$ cat config.mk
export PLATFORM = sky130hd
export DESIGN_NAME = axil_fifo_frontend
export DESIGN_NICKNAME = d
export VERILOG_FILES = /design/src/rtl/axil_fifo_frontend.sv
export SDC_FILE = /design/constraint.sdc
export NUM_CORES = 1
export LEC_CHECK = 0
export ABC_AREA = 1
export ABC_CLOCK_PERIOD_IN_PS = 2110
export CORE_ASPECT_RATIO = 0.5
export CORE_MARGIN = 2
export CORE_UTILIZATION = 30
export CTS_CLUSTER_SIZE = 10
export DETAILED_ROUTE_END_ITERATION = 7
export GPL_ROUTABILITY_DRIVEN = 0
export GPL_TIMING_DRIVEN = 1
export SLEW_MARGIN = 30
export SYNTH_ARGS = -nofsm -noshare
export SYNTH_HDL_FRONTEND = slang
export SYNTH_SLANG_ARGS = --single-unit
$ cat constraint.sdc
create_clock -name ACLK -period 2.11 [get_ports ACLK]
set_input_delay 0.422 -clock ACLK [delete_from_list [all_inputs] [get_ports ACLK]]
set_output_delay 0.422 -clock ACLK [all_outputs]
set_load 0.005 [all_outputs]
$ cat src/rtl/axil_fifo_frontend.sv
// AXI4-Lite slave front end for the SDRAM command FIFOs: holds single-beat writes and
// reads, pushes them into shared FIFOs in a fair order and returns popped read data.
module axil_fifo_frontend #(
  parameter int ADDR_WIDTH     = 32,
  parameter int DATA_WIDTH     = 32,
  parameter int MEM_BYTES_LOG2 = 25
) (
  input  logic                  ACLK,
  input  logic                  ARESETn,

  input  logic [ADDR_WIDTH-1:0] AWADDR,
  input  logic                  AWVALID,
  output logic                  AWREADY,

  input  logic [DATA_WIDTH-1:0] WDATA,
  input  logic [3:0]            WSTRB,
  input  logic                  WVALID,
  output logic                  WREADY,

  output logic [1:0]            BRESP,
  output logic                  BVALID,
  input  logic                  BREADY,

  input  logic [ADDR_WIDTH-1:0] ARADDR,
  input  logic                  ARVALID,
  output logic                  ARREADY,

  output logic [DATA_WIDTH-1:0] RDATA,
  output logic [1:0]            RRESP,
  output logic                  RVALID,
  input  logic                  RREADY,

  output logic                  WADDR_FIFO_WR_EN,
  output logic [ADDR_WIDTH-1:0] WADDR_FIFO_DIN,
  input  logic                  WADDR_FIFO_FULL,

  output logic                  WDATA_FIFO_WR_EN,
  output logic [DATA_WIDTH-1:0] WDATA_FIFO_DIN,
  input  logic                  WDATA_FIFO_FULL,

  output logic                  RADDR_FIFO_WR_EN,
  output logic [ADDR_WIDTH-1:0] RADDR_FIFO_DIN,
  input  logic                  RADDR_FIFO_FULL,

  output logic                  RW_FIFO_WR_EN,
  output logic                  RW_FIFO_DIN,
  input  logic                  RW_FIFO_FULL,

  output logic                  RDATA_FIFO_RD_EN,
  input  logic [DATA_WIDTH-1:0] RDATA_FIFO_DOUT,
  input  logic                  RDATA_FIFO_EMPTY
);

  typedef enum logic [2:0] {
    R_IDLE,
    R_HOLD,
    R_WAIT,
    R_POP,
    R_RESP
  } rd_state_t;

  localparam logic [ADDR_WIDTH-1:0] SPAN_MASK =
    ADDR_WIDTH'((64'd1 << MEM_BYTES_LOG2) - 64'd1);

  // Byte address -> x16 half-word index of the containing 32-bit word.
  function automatic logic [ADDR_WIDTH-1:0] to_fifo_addr(input logic [ADDR_WIDTH-1:0] addr);
    return ((addr & SPAN_MASK) >> 2) << 1;
  endfunction

  function automatic logic out_of_range(input logic [ADDR_WIDTH-1:0] addr);
    return (addr >> MEM_BYTES_LOG2) != '0;
  endfunction

  logic                  aw_full;
  logic [ADDR_WIDTH-1:0] aw_addr;
  logic                  w_full;
  logic [DATA_WIDTH-1:0] w_data;
  logic [3:0]            w_strb;
  logic                  wr_prio;
  logic [ADDR_WIDTH-1:0] ar_addr;
  rd_state_t             rd_state;

  logic wr_pair;
  logic wr_bad_addr;
  logic wr_bad_strb;
  logic wr_elig;
  logic wr_err_issue;
  logic rd_elig;
  logic wr_go;
  logic rd_go;
  logic wr_done;
  logic aw_load;
  logic w_load;
  logic aw_full_nxt;
  logic w_full_nxt;

  // A pending RW push blocks the next one so FULL is always sampled after it lands.
  assign wr_pair      = aw_full && w_full && !BVALID;
  assign wr_bad_addr  = out_of_range(aw_addr);
  assign wr_bad_strb  = (w_strb != 4'hF);
  assign wr_elig      = wr_pair && !wr_bad_addr && !wr_bad_strb && !WADDR_FIFO_FULL &&
                        !WDATA_FIFO_FULL && !RW_FIFO_FULL && !RW_FIFO_WR_EN;
  assign wr_err_issue = wr_pair && (wr_bad_addr || wr_bad_strb);
  assign rd_elig      = (rd_state == R_HOLD) && !out_of_range(ar_addr) &&
                        !RADDR_FIFO_FULL && !RW_FIFO_FULL && !RW_FIFO_WR_EN;
  assign wr_go        = wr_elig && (!rd_elig || wr_prio);
  assign rd_go        = rd_elig && (!wr_elig || !wr_prio);
  assign wr_done      = wr_go || wr_err_issue;
  assign aw_load      = AWVALID && AWREADY;
  assign w_load       = WVALID && WREADY;
  assign aw_full_nxt  = aw_load || (aw_full && !wr_done);
  assign w_full_nxt   = w_load || (w_full && !wr_done);

  always_ff @(posedge ACLK or negedge ARESETn) begin
    if (!ARESETn) begin
      aw_full          <= 1'b0;
      aw_addr          <= '0;
      w_full           <= 1'b0;
      w_data           <= '0;
      w_strb           <= '0;
      AWREADY          <= 1'b0;
      WREADY           <= 1'b0;
      BVALID           <= 1'b0;
      BRESP            <= 2'b00;
      WADDR_FIFO_WR_EN <= 1'b0;
      WADDR_FIFO_DIN   <= '0;
      WDATA_FIFO_WR_EN <= 1'b0;
      WDATA_FIFO_DIN   <= '0;
    end else begin
      aw_full          <= aw_full_nxt;
      w_full           <= w_full_nxt;
      AWREADY          <= !aw_full_nxt;
      WREADY           <= !w_full_nxt;
      WADDR_FIFO_WR_EN <= wr_go;
      WDATA_FIFO_WR_EN <= wr_go;
      if (aw_load) begin
        aw_addr <= AWADDR;
      end
      if (w_load) begin
        w_data <= WDATA;
        w_strb <= WSTRB;
      end
      if (wr_go) begin
        WADDR_FIFO_DIN <= to_fifo_addr(aw_addr);
        WDATA_FIFO_DIN <= w_data;
      end
      if (wr_done) begin
        BVALID <= 1'b1;
        BRESP  <= wr_bad_addr ? 2'b11 : (wr_bad_strb ? 2'b10 : 2'b00);
      end else if (BREADY) begin
        BVALID <= 1'b0;
      end
    end
  end

  // Round-robin only on contention: the loser of the last tie gets the next one.
  always_ff @(posedge ACLK or negedge ARESETn) begin
    if (!ARESETn) begin
      RW_FIFO_WR_EN <= 1'b0;
      RW_FIFO_DIN   <= 1'b0;
      wr_prio       <= 1'b1;
    end else begin
      RW_FIFO_WR_EN <= wr_go || rd_go;
      if (wr_go) begin
        RW_FIFO_DIN <= 1'b1;
      end else if (rd_go) begin
        RW_FIFO_DIN <= 1'b0;
      end
      if (wr_elig && rd_elig) begin
        wr_prio <= !wr_prio;
      end
    end
  end

  always_ff @(posedge ACLK or negedge ARESETn) begin
    if (!ARESETn) begin
      rd_state         <= R_IDLE;
      ar_addr          <= '0;
      ARREADY          <= 1'b0;
      RADDR_FIFO_WR_EN <= 1'b0;
      RADDR_FIFO_DIN   <= '0;
      RDATA_FIFO_RD_EN <= 1'b0;
      RDATA            <= '0;
      RRESP            <= 2'b00;
      RVALID           <= 1'b0;
    end else begin
      RADDR_FIFO_WR_EN <= 1'b0;
      case (rd_state)
        R_IDLE: begin
          if (ARVALID && ARREADY) begin
            ar_addr  <= ARADDR;
            ARREADY  <= 1'b0;
            rd_state <= R_HOLD;
          end else begin
            ARREADY  <= 1'b1;
          end
        end
        R_HOLD: begin
          if (out_of_range(ar_addr)) begin
            RDATA    <= '0;
            RRESP    <= 2'b11;
            RVALID   <= 1'b1;
            rd_state <= R_RESP;
          end else if (rd_go) begin
            RADDR_FIFO_WR_EN <= 1'b1;
            RADDR_FIFO_DIN   <= to_fifo_addr(ar_addr);
            rd_state         <= R_WAIT;
          end
        end
        R_WAIT: begin
          if (!RDATA_FIFO_EMPTY) begin
            RDATA_FIFO_RD_EN <= 1'b1;
            rd_state         <= R_POP;
          end
        end
        // First cycle here the FIFO consumes RD_EN; DOUT is valid on the next one.
        R_POP: begin
          if (RDATA_FIFO_RD_EN) begin
            RDATA_FIFO_RD_EN <= 1'b0;
          end else begin
            RDATA    <= RDATA_FIFO_DOUT;
            RRESP    <= 2'b00;
            RVALID   <= 1'b1;
            rd_state <= R_RESP;
          end
        end
        R_RESP: begin
          if (RREADY) begin
            RVALID   <= 1'b0;
            ARREADY  <= 1'b1;
            rd_state <= R_IDLE;
          end
        end
        default: begin
          rd_state <= R_IDLE;
        end
      endcase
    end
  end

endmodule

### After elaboration in Yosys (flattened, before gate mapping)

Cells that the tools add are included.

| storage, ports and cells | value |
|---|---|
| logic and storage cells | 126 |
| register bits | 230 |

| cells by class | value |
|---|---|
| equality and inequality tests | 11 |
| multiplexer cells | 31 |
| bitwise gates (word level) | 1 |
| reduce and logical (&&, ||, !) cells | 59 |

Operator list:

| cell | number |
|---|---|
| two-way mux 32 bit | 2 |
| case mux 32 bit (2 select lines) | 1 |
| nonzero test 32 bit | 2 |
| logical AND 1 bit | 21 |
| two-way mux 3 bit | 6 |
| logical NOT 1 bit | 15 |
| case mux 3 bit (5 select lines) | 1 |
| two-way mux 1 bit | 13 |
| nonzero test 2 bit | 5 |
| two-way mux 2 bit | 4 |
| != test 2 bit (second input constant) | 4 |
| logical OR 1 bit | 7 |
| equality test 3 x 2 -> 1 bit (second input constant) | 2 |
| AND reduction 2 bit | 3 |
| AND reduction 3 bit | 2 |
| AND reduction 5 bit | 1 |
| != test 4 bit (second input constant) | 1 |
| case mux 1 bit (2 select lines) | 2 |
| case mux 2 bit (2 select lines) | 1 |
| AND reduction 4 bit | 1 |
| equality test 3 x 1 -> 1 bit (second input constant) | 1 |
| equality test 3 bit (second input constant) | 1 |
| logical NOT 3 bit | 1 |
| != test 3 x 2 -> 1 bit (second input constant) | 1 |
| 4 further kinds | 4 |

### Depth between registers and ports, before layout

Gate-level depths: netlist of run 1.

| depth | value |
|---|---|
| depth in word-level cells | 14 |
| gate-level depth with buffers | 11 |
| depth with buffers taken out | 10 |

### Worst setup path after synthesis of run 1

OpenSTA, ideal clock, no wires.

| path | value |
|---|---|
| path type | input port to flip-flop |
| start point | in WVALID |
| end point | reg w_data[10] |
| data required time | 1.985 ns |
| path buffers | 1 |
| arrival | 1.375 ns |
| slack | 0.610 ns |
| library setup time | 0.125 ns |
| stages | 3 |
| cell sequence | nand2_1 -> clkbuf_1 -> mux2_2 |

| between the ends | value |
|---|---|
| cells in the longest elaborated chain, start to end | 1 |

RTL lines:

| item | RTL line | source |
|---|---|---|
| start: declaration | 17 | `input logic WVALID,` |
| logical AND 1 bit | 110 | `assign w_load = WVALID && WREADY;` |
| end signal: assignment | 119 | `w_data <= '0;` |
| end signal: assignment | 140 | `w_data <= WDATA;` |
| end: declaration | 77 | `logic [DATA_WIDTH-1:0] w_data;` |

No other way between the ends.
A chain may end at the register's enable or synchronous reset.

### Final worst setup path of run 1

| path | value |
|---|---|
| start point | reg RDATA_FIFO_RD_EN |
| end point | out RDATA_FIFO_RD_EN |

RTL lines:

| item | RTL line | source |
|---|---|---|
| start: declaration | 49 | `output logic RDATA_FIFO_RD_EN,` |
| start signal: assignment | 182 | `RDATA_FIFO_RD_EN <= 1'b0;` |
| start signal: assignment | 212 | `RDATA_FIFO_RD_EN <= 1'b1;` |
| start signal: assignment | 219 | `RDATA_FIFO_RD_EN <= 1'b0;` |

No word-level cell between the ends.

==> results.py, run 1 <==
metrics = {
    "timing": {
        "timing.slew.headroom_pct": 63.6,
        "max_freq_ghz": 0.530,
        "rsz0062_at_grt": "no",
        "fin_crit_ns": 1.89,
        "tightestPinTransition_ns": 0.546,
        "setup_viol": 0,
        "finClkSkew_ns": 0.0114,
        "finalSetupTns_ns": 0,
        "slew_viol_final": 0,
        "whs_ns": 0.436,
        "hold_viol": 0,
        "period_share_pct": 89.5,
    },
    "pwr": {
        "p_comb_share_pct": 23.4,
        "p_leak_nw": 6.10,
        "netSwitchingPower_mw": 3.62,
        "peakVddDrop_mv": 0.577,
        "p_total_mw": 13.1,
        "switching_share_pct": 27.6,
        "clkPwrFrac_pct": 30.8,
        "powerDensity_nw_per_um2": 1030,
        "internal_power_mw": 9.48,
        "seqPwrFrac_pct": 45.7,
    },
    "cells_and_area": {
        "final_cells": 1530,
        "drive_gt1_share_pct": 11.5,
        "mostFrequentLayoutCell": "nand2_1",
        "area_growth_pct": 45.0,
        "fin_util_pct": 44.0,
        "fillers": 2699,
        "layout_common_cells": "nand2_1, clkdlybuf4s50_1, dfrtp_1",
        "final_nets": 1270,
        "multi_input_comb_area_um2": 2660,
        "regArea_um2": 5630,
    },
    "logic_synthesis": {
        "async_flop_share_pct": 100,
        "synth_top_area_share_pct": 64.0,
        "syn_area_per_cell_um2": 10.4,
        "ys_seq_elements": 225,
        "syn-cell-area_um2": 8760,
        "synth_cell_types": 23,
        "ys_top_cells_by_area": "dfrtp_1, nand2_1, mux2_2, nor2_1, inv_1",
        "yosysTopAreaCell": "dfrtp_1",
        "ys_warn_count": 0,
        "synth_seq_area_share_pct": 64.3,
        "synth_top_flop_cell": "dfrtp_1",
        "synth_edf_count": 0,
        "postSynthCellCount": 845,
    },
    "cts": {
        "cts_tree": "yes",
        "cts_sinks": 225,
        "cts.clk_slew.worst_paths_ns": 0.06,
        "cts_buffer_depth": 3,
        "ctsResizeCount": 0,
        "htreeDepth": 1,
        "cts-root-buf": "clkbuf_16",
        "numCtsBuffers": 26,
        "clkLatencyLatePin_ns": 0.53,
        "cts_setup_buffers": 0,
    },
    "route": {
        "vias": 6518,
        "viasPerCell": 4.26,
        "highest_layer": "met4",
        "firstDrtPassIters": 5,
        "wire_per_inst_um": 15.2,
        "drtIter0Drc": 376,
        "m1WireLength_mm": 9.69,
        "met2_length_mm": 12.1,
        "post-route-drc-count": 0,
        "wl_met3_um": 749,
        "drtAntennaViolNets": 0,
        "routed_wl_mm": 23.3,
    },
    "placed_design": {
        "dp.cells": 1488,
        "dp_hpwl_mm": 16.8,
        "portBuffers": 264,
    },
    "global_routing": {
        "grt_pass1_wl_mm": 37.3,
        "first_global_vias": 6782,
        "grt_max_degree": 68,
        "grt_overflow": 0,
        "gr-usage-all-layers_pct": 15.4,
        "antenna_found_initial": 2,
    },
    "floorplan": {
        "chipHeight_um": 125,
        "core-area_um2": 28800,
        "start_util_pct": 30.4,
        "fp-row-count": 44,
        "die-width_um": 246,
        "io_pins": 287,
        "dieArea_um2": 30700,
    },
    "worst_setup_path": {
        "critPathRequiredTime_ns": 1.69,
        "path_depth": 1,
        "worst-path-max-fanout": 4,
        "cp_num_buf_inv": 1,
        "worstRegToRegCells": 10,
        "worstPathArrival_ns": 1.47,
        "crit_slowest_cell": "clkdlybuf4s50_1",
        "slowest_delay_ns": 0.54,
        "setup.worst_path.end_class": "output port",
        "cp_cell_sequence": "clkdlybuf4s50_1",
        "cp_top_family": "buffers and inverters",
        "crit_type": "reg2out",
        "startpoint_type": "flip-flop",
    },
    "run_status": {
        "outcome": "finished clean",
    },
    "run": {
        "cap_violations": 0,
    },
    "worst_hold_path": {
        "hold_class": "in2reg",
        "holdPathStages": 3,
    },
}
[Yosys cell counts (2+ instances only)]
cell type	number
nand4_1	2
buf_6	9
nand3_1	9
a21oi_1	29
clkbuf_1	14
nand2_1	322
buf_4	20
dfrtp_1	224
nand3_2	2
inv_1	47
o21ai_0	31
buf_2	11
nor2_1	48
mux2_2	68
[cells by family (layout without fill, tap and decap cells)]
kind of cell,after synthesis,after routing,share of synthesized area (%)
compound gates,63,63,3.81
buf+inv,102,377,6.18
flops,225,225,64.3
mux,68,68,8.74
other cells,1,20,0.0428
simple gates,386,386,16.9
[metal layers]
metal,up-vias,GRT usage [%]
met4,0,5.35
li1,3177,-
met2,109,27.2
met3,47,2.89
met5,-,0
met1,3185,18.8
[what timing repair did]
action / in CTS / in global routing
endpoints found under the setup margin: 0 / 0
hold buffers: 1 / 0
endpoints found under the hold margin: 61 / 0
[state kept, by name (all words and copies together) (netlist names), 2 cells and up]
register,count
w_strb,4
RDATA,32
w_data,32
BRESP,2
WADDR_FIFO_DIN,23
rd_state,3
WDATA_FIFO_DIN,32
RADDR_FIFO_DIN,23
ar_addr,30
aw_addr,30
[cell type report]
cell class / instances / area share, %
antenna: 2 / 0.0394
inverter: 48 / 1.44
tap: 391 / 3.85
timing repair buffer: 290 / 23.7
clock inverter: 1 / 0.0394
multi-input combinational: 535 / 20.9
sequential: 225 / 44.3
clock buffer: 38 / 5.72
[per-stage QoR]
stage | instance area, um^2 | setup slack [ns]
2_1_floorplan | 8820 | 0.610
3_3_place_gp | 12000 | -0.0153
3_5_place_dp | 12000 | -0.0743
4_1_cts | 12700 | 0.189
5_1_grt | 12700 | 0.0942
6_report | 12700 | 0.222
[final timing paths]
check	start	endpoint	slack, ns
worst max-delay path	RDATA_FIFO_RD_EN	RDATA_FIFO_RD_EN	0.22
worst min-delay path	RDATA_FIFO_DOUT[18]	RDATA[18]	0.44
worst max register to register	aw_addr[26]	WADDR_FIFO_DIN[18]	0.32
worst min register to register	w_data[0]	WDATA_FIFO_DIN[0]	0.46
max in group asynchronous	ARESETn	WDATA_FIFO_DIN[27]	1.01
min in group asynchronous	ARESETn	ar_addr[26]	0.47
[power groups by stage]
stage | logic, mW | clock network, mW | registers [mW]
floorplan | 1.91 | 0 | 5.95
global placement | 3.01 | 0 | 6.01
detailed placement | 3.10 | 0 | 6.07
CTS | 3.12 | 4.17 | 6.00
global route | 3.42 | 4.36 | 6.14
finish | 3.07 | 4.04 | 5.99
Note: power is estimated with default switching activity, not from simulation.
==> run 2, diff against run 1 <==
- CORE_UTILIZATION: 30 -> 46
- PLACE_DENSITY: not set -> 0.79
==> run 2 against run 1 <==
Combinational power is essentially flat. Register-to-register slack improved by 0.03 ns. Sequential power is essentially flat. Non-clock buffer count down 6. Hold slack better by 0.020 ns. Core utilization is 23 points higher. Critical path depth unchanged. Design area decreased by 2.0%. Via count grew 0.77%. Maximum frequency rose by 0.75%. Largest cell class unchanged. Highest routed layer unchanged.
==> results.py, run 2 (synthesis results as in run 1) <==
metrics = {
    "run_status": {
        "outcome": "finished clean",
    },
    "timing": {
        "fin_crit_ns": 1.87,
        "finClkSkew_ns": 0.0126,
        "max_freq_ghz": 0.534,
        "setup_viol": 0,
        "hold_viol": 0,
        "slew_viol_final": 0,
        "period_share_pct": 88.8,
        "rsz0062_at_grt": "no",
        "timing.slew.headroom_pct": 61.8,
        "tightestPinTransition_ns": 0.572,
        "finalSetupTns_ns": 0,
    },
    "worst_hold_path": {
        "hold_class": "reg2reg",
        "worstHoldStart": "w_data[0]",
    },
    "global_routing": {
        "antenna_found_initial": 0,
        "grt_max_degree": 73,
        "gr-usage-all-layers_pct": 21.4,
        "first_global_vias": 6882,
        "grt_overflow": 0,
        "grt_pass1_wl_mm": 34.3,
    },
    "cts": {
        "cts_tree": "yes",
        "clkLatencyLatePin_ns": 0.51,
        "htreeDepth": 1,
        "cts_buffer_depth": 3,
        "numCtsBuffers": 26,
        "cts_setup_buffers": 0,
        "cts-root-buf": "clkbuf_16",
        "cts_sinks": 225,
        "cts.clk_slew.worst_paths_ns": 0.06,
        "ctsResizeCount": 0,
    },
    "worst_setup_path": {
        "reg2reg_from": "ar_addr[30]",
        "critPathLaunch": "RDATA_FIFO_RD_EN",
        "regToRegSetupSlack_ns": 0.35,
        "setup.worst_path.end_class": "output port",
        "worstPathArrival_ns": 1.45,
        "crit_type": "reg2out",
        "cp_num_buf_inv": 1,
        "cp_top_family": "buffers and inverters",
        "worst-path-max-fanout": 4,
        "slowest_delay_ns": 0.54,
        "cp_cell_sequence": "clkdlybuf4s50_1",
        "critPathRequiredTime_ns": 1.69,
        "crit_slowest_cell": "clkdlybuf4s50_1",
        "startpoint_type": "flip-flop",
    },
    "cells_and_area": {
        "layout_common_cells": "nand2_1, clkdlybuf4s50_1, dfrtp_1",
        "fillers": 1457,
        "drive_gt1_share_pct": 11.0,
        "reg.largest.list": "RDATA (32), WDATA_FIFO_DIN (32), w_data (32)",
        "stdcell_area_um2": 12500,
        "diodes": 0,
        "final_nets": 1264,
        "area_growth_pct": 42.2,
        "mostFrequentLayoutCell": "nand2_1",
    },
    "route": {
        "post-route-drc-count": 0,
        "drtIter0Drc": 282,
        "vias": 6568,
        "viasPerCell": 4.73,
        "routed_wl_mm": 21.4,
        "wire_per_inst_um": 15.4,
        "firstDrtPassIters": 4,
        "drtAntennaViolNets": 0,
    },
    "pwr": {
        "clkPwrFrac_pct": 30.3,
        "seqPwrFrac_pct": 46.3,
        "powerDensity_nw_per_um2": 1040,
        "switching_share_pct": 27.4,
        "p_leak_nw": 6.05,
        "peakVddDrop_mv": 0.706,
        "netSwitchingPower_mw": 3.56,
        "internal_power_mw": 9.44,
        "p_comb_share_pct": 23.4,
    },
    "floorplan": {
        "chipHeight_um": 102,
        "start_util_pct": 47.3,
        "dieArea_um2": 20200,
        "io_pins": 287,
        "fp-row-count": 35,
        "die-width_um": 199,
        "core-area_um2": 18500,
    },
    "placed_design": {
        "portBuffers": 264,
        "dp_hpwl_mm": 15.0,
        "placed_cell_area_um2": 11700,
    },
    "run": {
        "cap_violations": 0,
    },
}
==> run 2: cell count changes in the layout (fill, tap and decap cells not counted) <==
cell / change
buf_12: -2
buf_4: -4
clkbuf_1: +1
clkbuf_8: -1
clkinv_2: -1
clkinvlp_4: +1
diode_2: -2
==> run 2: path summary, 6_finish.rpt <==
check / end / cells past startpoint
max reg2reg: WDATA_FIFO_DIN[4] / 8
min reg2reg: WDATA_FIFO_DIN[0] / 2
max: RDATA_FIFO_RD_EN / 1
min in group asynchronous: RADDR_FIFO_DIN[18] / 2
min: WDATA_FIFO_DIN[0] / 2
max in group asynchronous: RDATA[10] / 3
==> run 2: final cells by class <==
type | count | area, um^2 | area share, %
Timing Repair Buffer | 284 | 2940 | 23.6
Inverter | 48 | 183 | 1.47
Tap cell | 259 | 324 | 2.60
Sequential cell | 225 | 5630 | 45.2
Multi-Input combinational cell | 535 | 2660 | 21.3
Clock buffer | 38 | 717 | 5.75
Clock inverter | 1 | 7.51 | 0.0603
==> run 2: metal layers <==
metal | vias to the layer above | GRT usage [%] | wire [um]
li1 | 3152 | - | -
met1 | 3198 | 26.6 | 8880
met2 | 162 | 37.4 | 10700
met3 | 56 | 4.63 | 1020
met4 | 0 | 7.52 | 798
met5 | - | 0 | 0
==> run 2: power by group through the flow <==
stage,combinational (mW),sequential [mW],clock [mW]
after global routing,3.37,6.15,4.23
after global placement,2.94,6.01,0
after floorplan,1.91,5.95,0
after CTS,3.09,6.02,4.03
after detailed placement,3.05,6.09,0
final,3.05,6.01,3.94
==> run 2: metrics by stage <==
step	instances	total power, mW	utilization (%)	setup WS [ns]	hold WS [ns]
6_report	1390	13.0	67.3	0.236	0.456
2_1_floorplan	862	7.87	-	0.610	0.126
3_3_place_gp	1350	8.95	63.3	0.00388	0.432
4_1_cts	1390	13.1	67.3	0.219	0.441
3_5_place_dp	1350	9.14	63.3	-0.0386	0.434
5_1_grt	1390	13.8	67.3	0.200	0.470
==> run 2: timing repair <==
item,in CTS,in global routing
endpoints found under the hold margin,66,0
hold buffers,1,0
setup endpoints to repair,0,0
==> run 3, diff against run 2 <==
- ABC_AREA: 1 -> not set
- MAX_ROUTING_LAYER: not set -> met4
==> run 3 against run 2 <==
Register-to-register slack got worse by 0.22 ns. Synthesized cell count fell by 35%. Setup slack got worse by 0.10 ns. Largest power group unchanged. Largest cell class unchanged. Non-clock buffer count rose by 7. Core utilization rose by 0.79 points. Area after synthesis rose by 0.59%. Global-route usage fell by 0.90 points. Flip-flop and latch count did not move. Maximum frequency fell by 5.1%.
==> results.py, run 3 <==
metrics = {
    "run_status": {
        "outcome": "finished clean",
    },
    "cts": {
        "cts_tree": "yes",
        "cts_sinks": 225,
        "cts_setup_buffers": 0,
        "clkLatencyLatePin_ns": 0.51,
        "numCtsBuffers": 26,
        "cts.clk_slew.worst_paths_ns": 0.06,
        "htreeDepth": 1,
        "cts_buffer_depth": 3,
        "cts-root-buf": "clkbuf_16",
    },
    "cells_and_area": {
        "area_growth_pct": 43.4,
        "final_nets": 984,
        "fillers": 1290,
        "reg.largest.list": "RDATA (32), WDATA_FIFO_DIN (32), w_data (32)",
        "layout_common_cells": "clkdlybuf4s50_1, dfrtp_1, mux2_2",
        "stdcell_area_um2": 12600,
        "drive_gt1_share_pct": 22.7,
        "mostFrequentLayoutCell": "clkdlybuf4s50_1",
        "final_cells": 1111,
    },
    "global_routing": {
        "grt_max_degree": 58,
        "grt_pass1_wl_mm": 31.5,
        "first_global_vias": 5877,
        "grt_overflow": 0,
        "antenna_found_initial": 1,
        "gr-usage-all-layers_pct": 20.5,
    },
    "logic_synthesis": {
        "postSynthCellCount": 548,
        "yosysTopAreaCell": "dfrtp_1",
        "syn_area_per_cell_um2": 16.1,
        "async_flop_share_pct": 100,
        "synth_top_flop_cell": "dfrtp_1",
        "yosysMostFrequentCell": "dfrtp_1",
        "synth_seq_area_share_pct": 63.9,
        "synth_common_cells": "dfrtp_1, mux2_2, mux2_1",
        "ys_seq_elements": 225,
        "synth_top_area_share_pct": 63.6,
        "ys_top_cells_by_area": "dfrtp_1, mux2_2, mux2_4, mux2_1, a22o_1",
        "syn-cell-area_um2": 8810,
        "synth_cell_types": 41,
        "synth_edf_count": 0,
        "ys_warn_count": 0,
    },
    "timing": {
        "max_freq_ghz": 0.506,
        "period_share_pct": 93.6,
        "hold_viol": 0,
        "fin_crit_ns": 1.98,
        "setup_viol": 0,
        "finalSetupTns_ns": 0,
        "slew_viol_final": 0,
        "finClkSkew_ns": 0.00879,
        "rsz0062_at_grt": "no",
    },
    "placed_design": {
        "dp_hpwl_mm": 14.2,
        "placed_cell_area_um2": 11900,
        "portBuffers": 264,
        "dp.cells": 1070,
    },
    "worst_setup_path": {
        "worstPathArrival_ns": 2.36,
        "startpoint_type": "flip-flop",
        "setup.worst_path.end_class": "flip-flop",
        "worstRegToRegCells": 5,
        "worst-path-max-fanout": 9,
        "critPathRequiredTime_ns": 2.50,
        "crit_type": "reg2reg",
    },
    "floorplan": {
        "chipHeight_um": 102,
        "core-area_um2": 18600,
        "start_util_pct": 47.5,
        "dieArea_um2": 20300,
        "die-width_um": 200,
        "fp-row-count": 35,
        "io_pins": 287,
    },
    "route": {
        "drtIter0Drc": 115,
        "drtAntennaViolNets": 0,
        "post-route-drc-count": 0,
        "wire_per_inst_um": 18.2,
        "viasPerCell": 4.96,
        "firstDrtPassIters": 4,
        "vias": 5512,
        "routed_wl_mm": 20.2,
    },
    "worst_hold_path": {
        "hold_class": "in2async",
    },
    "pwr": {
        "peakVddDrop_mv": 0.634,
        "powerDensity_nw_per_um2": 1010,
        "p_leak_nw": 5.81,
    },
    "run": {
        "cap_violations": 0,
    },
}
-- run 3: changes by cell type in the layout (fill, tap and decap cells not counted), moves of 31 or more --
cell,before,now
o21ai_0,31,0
nand2_1,321,11
mux2_4,0,46
mux2_1,0,47
a22o_1,0,34
nor2_1,48,6
inv_1,47,3
-- run 3: logic make-up (layout without fill, tap and decap cells) --
| group | after synthesis | count (layout) | synth area share (%) |
|---|---|---|---|
| DFF | 225 | 225 | 63.9 |
| muxes | 174 | 174 | 24.2 |
| AOI/OAI and AO/OA | 54 | 54 | 4.93 |
| buffers and inverters | 47 | 333 | 3.52 |
| and+or+nand+nor | 46 | 46 | 3.31 |
| other | 1 | 19 | 0.0426 |
| xor gates and xnor gates | 1 | 1 | 0.0994 |
-- run 3: worst paths after layout --
kind,start,slack (ns),endpoint
max,RW_FIFO_WR_EN,0.13,WDATA_FIFO_DIN[30]
min,ARESETn,0.39,w_data[20]
max reg2reg,RW_FIFO_WR_EN,0.13,WDATA_FIFO_DIN[30]
min reg2reg,w_data[31],0.48,WDATA_FIFO_DIN[31]
max in group asynchronous,ARESETn,1.05,wr_prio
min in group ACLK,w_data[31],0.48,WDATA_FIFO_DIN[31]
-- run 3: what timing repair did --
action,in CTS,in global routing
hold buffers,1,0
gates resized for setup,0,1
hold endpoints to repair,37,0
setup endpoints to repair,0,3
-- run 3: metrics by stage --
stage / util, % / total power, mW / hold slack, ns / setup slack (ns)
6_report: 68.1 / 12.7 / 0.393 / 0.135
3_3_place_gp: 64.0 / 8.55 / 0.333 / -0.342
4_1_cts: 68.0 / 12.9 / 0.402 / 0.103
5_1_grt: 68.1 / 13.4 / 0.410 / 0.0190
2_1_floorplan: - / 7.55 / 0.126 / 0.151
3_5_place_dp: 64.0 / 8.76 / 0.338 / -0.372
-- run 3: layout make-up --
class                           count  area [um^2]  area share, %
Inverter                            3         11.3         0.0891
Antenna cell                        1         2.50         0.0198
Tap cell                          259          324           2.56
Clock inverter                      1         30.0          0.238
Clock buffer                       38          717           5.67
Sequential cell                   225         5630           44.6
Multi-Input combinational cell    293         2950           23.4
Timing Repair Buffer              291         2970           23.5
-- run 3: worst max-delay path, stage by stage (launching register included) --
cell and delay (ns):
dfrtp_1 0.43, nor3_1 0.31, nand4_1 0.21, o211ai_4 0.29
buf_4 0.27, mux2_1 0.35
-- run 3: where the power goes --
part | internal (mW) | leakage, nW | switching [mW]
clock network | 2.43 | 0.360 | 1.62
logic | 1.64 | 2.56 | 1.01
registers | 5.42 | 2.89 | 0.603
-- run 3: metal layers --
layer	global-route usage (%)	part of all wire, %	vias up
met2	34.8	51	135
met1	25.1	42	2815
met5	-	0	-
met3	3.63	4.3	46
met4	6.89	3.0	0
li1	-	-	2516
